<file path="src/rtl/rf_dump.sv">
`default_nettype none
// +--------------------------------------------------------------------------+
// | rf_dump: register-file debug readout. On start, each register is swept   |
// | in order and streamed out over valid/ready with its index attached.      |
// | Optional trailing checksum word is built in with RF_DUMP_CHECKSUM_EN.    |
// | Revision: 1.0                                                            |
// +--------------------------------------------------------------------------+
module rf_dump #(
  parameter int bw = 8,
  parameter int aw = 4
) (
  input  logic          clk,
  input  logic          rst,
  input  logic          start,
  output logic [aw-1:0] ra,
  input  logic [bw-1:0] a,
  output logic [bw-1:0] out_data,
  output logic [aw-1:0] out_idx,
  output logic          out_last,
  output logic          out_valid,
  input  logic          out_ready,
  output logic          busy,
  output logic          done
);

  localparam logic [aw-1:0] c_last_idx = {aw{1'b1}};

`ifdef RF_DUMP_CHECKSUM_EN
  typedef enum logic [2:0] {
    S_IDLE  = 3'd0,
    S_FETCH = 3'd1,
    S_SEND  = 3'd2,
    S_DONE  = 3'd3,
    S_CHK   = 3'd4
  } state_t;
`else
  typedef enum logic [2:0] {
    S_IDLE  = 3'd0,
    S_FETCH = 3'd1,
    S_SEND  = 3'd2,
    S_DONE  = 3'd3
  } state_t;
`endif

  state_t        r_state;
  logic [aw-1:0] r_idx;
  logic [bw-1:0] r_data;
  logic [aw-1:0] r_oidx;
  logic          r_last;
  logic          r_valid;
  logic          r_busy;
  logic          r_done;
`ifdef RF_DUMP_CHECKSUM_EN
  logic [bw-1:0] r_acc;
`endif

  logic w_hs;
  assign w_hs = r_valid && out_ready;

  // The index register doubles as the read address; it is parked at 0 in IDLE.
  assign ra        = r_idx;
  assign out_data  = r_data;
  assign out_idx   = r_oidx;
  assign out_last  = r_last;
  assign out_valid = r_valid;
  assign busy      = r_busy;
  assign done      = r_done;

  always_ff @(posedge clk or negedge rst) begin
    if (!rst) begin
      r_state <= S_IDLE;
      r_idx   <= '0;
      r_data  <= '0;
      r_oidx  <= '0;
      r_last  <= 1'b0;
      r_valid <= 1'b0;
      r_busy  <= 1'b0;
      r_done  <= 1'b0;
`ifdef RF_DUMP_CHECKSUM_EN
      r_acc   <= '0;
`endif
    end else begin
      case (r_state)
        S_IDLE: begin
          r_done <= 1'b0;
          if (start) begin
            r_idx   <= '0;
            r_busy  <= 1'b1;
            r_state <= S_FETCH;
`ifdef RF_DUMP_CHECKSUM_EN
            r_acc   <= '0;
`endif
          end
        end

        S_FETCH: begin
          r_data  <= a;
          r_oidx  <= r_idx;
`ifdef RF_DUMP_CHECKSUM_EN
          r_acc   <= r_acc + a;
          r_last  <= 1'b0;
`else
          r_last  <= (r_idx == c_last_idx);
`endif
          r_valid <= 1'b1;
          r_state <= S_SEND;
        end

        S_SEND: begin
          if (w_hs) begin
            if (r_idx == c_last_idx) begin
`ifdef RF_DUMP_CHECKSUM_EN
              // Valid stays high: the checksum word follows back-to-back.
              r_data  <= r_acc;
              r_oidx  <= '0;
              r_last  <= 1'b1;
              r_state <= S_CHK;
`else
              r_valid <= 1'b0;
              r_last  <= 1'b0;
              r_busy  <= 1'b0;
              r_done  <= 1'b1;
              r_state <= S_DONE;
`endif
            end else begin
              r_idx   <= r_idx + 1'b1;
              r_valid <= 1'b0;
              r_last  <= 1'b0;
              r_state <= S_FETCH;
            end
          end
        end

`ifdef RF_DUMP_CHECKSUM_EN
        S_CHK: begin
          if (w_hs) begin
            r_valid <= 1'b0;
            r_last  <= 1'b0;
            r_busy  <= 1'b0;
            r_done  <= 1'b1;
            r_state <= S_DONE;
          end
        end
`endif

        S_DONE: begin
          r_done  <= 1'b0;
          r_idx   <= '0;
          r_state <= S_IDLE;
        end

        default: begin
          r_valid <= 1'b0;
          r_last  <= 1'b0;
          r_busy  <= 1'b0;
          r_done  <= 1'b0;
          r_idx   <= '0;
          r_state <= S_IDLE;
        end
      endcase
    end
  end

endmodule
`default_nettype wire
</file>
<file path="config.mk">
export PLATFORM = sky130hd
export DESIGN_NAME = rf_dump
export DESIGN_NICKNAME = d
export VERILOG_FILES = /design/src/rtl/rf_dump.sv
export SDC_FILE = /design/constraint.sdc
export NUM_CORES = 1
export LEC_CHECK = 0
export CORE_MARGIN = 1.5
export CORE_UTILIZATION = 46
export CTS_BUF_LIST = sky130_fd_sc_hd__clkbuf_16
export CTS_CLUSTER_DIAMETER = 50
export CTS_CLUSTER_SIZE = 30
export DETAILED_ROUTE_END_ITERATION = 6
export GPL_TIMING_DRIVEN = 0
export PLACE_DENSITY = 0.86
export SYNTH_ARGS = -nofsm -noshare
export SYNTH_HDL_FRONTEND = slang
export SYNTH_SLANG_ARGS = --single-unit
</file>
<file path="constraint.sdc">
create_clock -name clk -period 2.1 [get_ports clk]
set_clock_uncertainty 0.05 [all_clocks]
set_input_delay 0.42 -clock clk [delete_from_list [all_inputs] [get_ports clk]]
set_output_delay 0.42 -clock clk [all_outputs]
set_load 0.01 [all_outputs]
</file>
==> metrics.md <==
| Metric | Value |
|---|---|
| Max Root-Sink Buffers | 2 |
| Sequential cell area | 551 sq um |
| Vias/cell | 5.68 |
| Worst Hold Class | flip-flop to flip-flop |
| Hold buffer count at CTS | 0 |
| Critical Path RT | 2.19 ns |
| Share of layout cells above drive strength 1 | 0.197 |
| Initial antenna violation count | 0 |
| Post-CTS setup buffer count | 0 |
| Post-synth EDFFs | 0 |
| Global Route Usage Sum | 0.207 |
| Post-Route WL | 2320 um |
| WS Path Type | flip-flop to flip-flop |
| Clk sinks | 22 |
| CTS tree | done |
| Reg-to-Reg Start | r_state[0]$_DFFE_PN0P_ |
| Number of H-tree levels | 1 |
| Global-route wire length before repair | 3910 um |
| Post-DRT Antenna Nets | 0 |
| Max-Cap Viols | 0 |
| # resized after CTS | 0 |
| Top cells by area, synth | dfrtp_1, mux2_2, ha_1 |
| Warning count from the yosys run | 0 |
| RR Endpoint | busy$_DFFE_PN0P_ |
| Post-route cell area | 1500 sq um |
| Fill cells | 176 |
| Diodes inserted | 0 |
| Worst-path clk slew | 0.06 ns |
| Relative slew slack | 0.364 |
| Slew of the pin with the lowest slew margin | 0.950 ns |
| Pre-antenna DRT Iters | 4 |
| Initial Utilization | 0.486 |
| CP peak stage delay | 0.44 ns |
| Final worst slack | 0.213 ns |
| Die X | 51.3 um |
| Post-synthesis sequential area ratio | 0.512 |
| Status | completed |
| Total grt overflow | 0 |
| CP max FO | 10 |
| Final Cycle Share | 0.899 |
| Hold path start | busy$_DFFE_PN0P_ |
| Net Count, Synth | 104 |
| Clock network latency to the later pin of the worst-skew pair | 0.25 ns |
| Initial DRC count | 20 |
| Mapped cell area | 1070 sq um |
| Area growth from synthesis to layout | 39.5% |
| Synth top area share | 0.512 |
| Rows | 17 |
| Crit-path cells | inv_1 -> ha_1 -> clkbuf_1 -> a2111oi_4 -> mux2_1 |
| Ys flop type | dfrtp_1 |
| R2R Setup Slk | 0.21 ns |
| Worst hold endpoint | busy$_DFFE_PN0P_ |
| Gpl congestion | 0.793 |
| Area of the multi-input gates | 499 sq um |
| Synth Area per Inst | 12.4 sq um |
| DP Wirelength | 1650 um |
| # setup viols final | 0 |
| Worst hold slack | 0.441 ns |
| DP Worst Slack | 0.135 ns |
| Mapped Cells | 87 |
| Core area | 2210 sq um |
| Number of distinct library cells after synthesis | 29 |
| DIE HEIGHT | 51.3 um |
| Area leader, netlist | dfrtp_1 |
| Vias in the first global route | 857 |
| CTS Root Cell | clkbuf_16 |
| Critical Path AT | 1.97 ns |
| CP max-delay cell | dfrtp_1 |
| Crit end category | flip-flop |
| R2R cell count | 5 |
| Fin nets | 140 |
| Via count | 852 |
| Num ports | 32 |
| Wire per inst | 15.5 um |
| Fin. Hold Viols | 0 |
| Setup crit start kind | flip-flop |
| Post-synth ARST share | 1.00 |
| PD cells | 1340 nW/um^2 |
| Hold path depth | 1 |
| F_max | 0.530 GHz |
| DRC viols | 0 |
| Final Max Slew Viols | 0 |
| #FFs+latches synth | 22 |
| Final TNS setup | 0 ns |
| Leakage power | 0.638 nW |
| Placed instance area | 1420 sq um |
| Largest net degree at the start of global routing | 23 |
| Crit path time final | 1.89 ns |
| Die Area | 2640 sq um |
| Total CTS buffers | 3 |
| Unrepaired setup endpoints after global routing | false |
| Port Buf Inserts | 31 |
| Max VDD drop | 0.000953 V |
==> cell families after synthesis <==
group | count (synthesis) | synth area share
AND/OR/NAND/NOR | 23 | 0.123
flip-flops | 22 | 0.512
AO/OA/AOI/OAI | 16 | 0.126
multiplexers | 15 | 0.157
buffers and inverters | 6 | 0.0233
adder cells (fa/ha/maj) | 5 | 0.0582
==> sequential cells by signal (all words and copies together), names as in the netlist <==
register,flops
out_data,8
out_idx,4
ra,4
r_state,2
busy,1
done,1
out_last,1
out_valid,1
==> Yosys cell counts (3+ instances only) <==
| cell type | instances |
|---|---|
| mux2_2 | 14 |
| o21ai_0 | 3 |
| ha_1 | 5 |
| nor2_1 | 5 |
| nand3_1 | 5 |
| inv_1 | 3 |
| dfrtp_1 | 22 |
| o211ai_1 | 3 |
==> layout make-up <==
type | instances | area share
sequential | 22 | 0.367
clock buffer | 3 | 0.0501
multi-input combinational | 59 | 0.333
timing repair buffer | 31 | 0.207
inverter | 3 | 0.00751
tap | 28 | 0.0234
buffer | 3 | 0.00918
clock inverter | 1 | 0.00250
==> critical path, delay by kind of cell (launching register included) <==
family / cells / cell delay, ns
flops: 1 / 0.44
fa+ha+maj: 1 / 0.22
buf+inv: 2 / 0.35
compound gates: 1 / 0.36
mux: 1 / 0.35
==> power by group <==
part           internal, mW  total [mW]  leakage [nW]  switching, mW
sequential            0.566       0.673         0.281          0.108
clock                 0.254       0.396        0.0385          0.142
combinational         0.507       0.935         0.319          0.428
total                  1.33        2.00         0.638          0.677
==> worst max-delay path by stage <==
stage,startpoint,end,cells past startpoint
floorplan,r_state[0]$_DFFE_PN0P_,busy$_DFFE_PN0P_,5
global route,r_state[0]$_DFFE_PN0P_,busy$_DFFE_PN0P_,5
detailed placement,start,busy$_DFFE_PN0P_,4
CTS,r_state[0]$_DFFE_PN0P_,busy$_DFFE_PN0P_,5
finish,r_state[0]$_DFFE_PN0P_,busy$_DFFE_PN0P_,5
global placement,start,busy$_DFFE_PN0P_,4
==> through the flow <==
stage                     power, mW  utilization  cells
after floorplan                1.23            -     87
after global placement         1.56        0.642    146
after detailed placement       1.60        0.642    146
after CTS                      2.01        0.678    150
after global routing           2.13        0.678    150
final                          2.00        0.678    150
==> layer usage <==
metal | routed length (um) | share of wire | GRT usage
met1 | 991 | 0.43 | 0.238
met2 | 1160 | 0.50 | 0.357
met3 | 124 | 0.053 | 0.0643
met4 | 41 | 0.018 | 0.0833
met5 | 0 | 0 | 0
==> layout by cell type, fill, tap and decap left out, types with 2 or more instances in the layout <==
cell type | synthesis | routed
o21ai_0 | 3 | 3
a21oi_1 | 2 | 2
clkdlybuf4s50_1 | 0 | 31
nand2_1 | 2 | 2
dfrtp_1 | 22 | 22
nand2b_1 | 2 | 2
o211ai_1 | 3 | 3
nand4_1 | 2 | 2
clkbuf_16 | 0 | 3
mux2_2 | 14 | 14
ha_1 | 5 | 5
nor2_1 | 5 | 5
inv_1 | 3 | 3
buf_2 | 2 | 2
nand3_1 | 5 | 5
o31ai_1 | 2 | 2
Power figures use the tool's default switching activity.
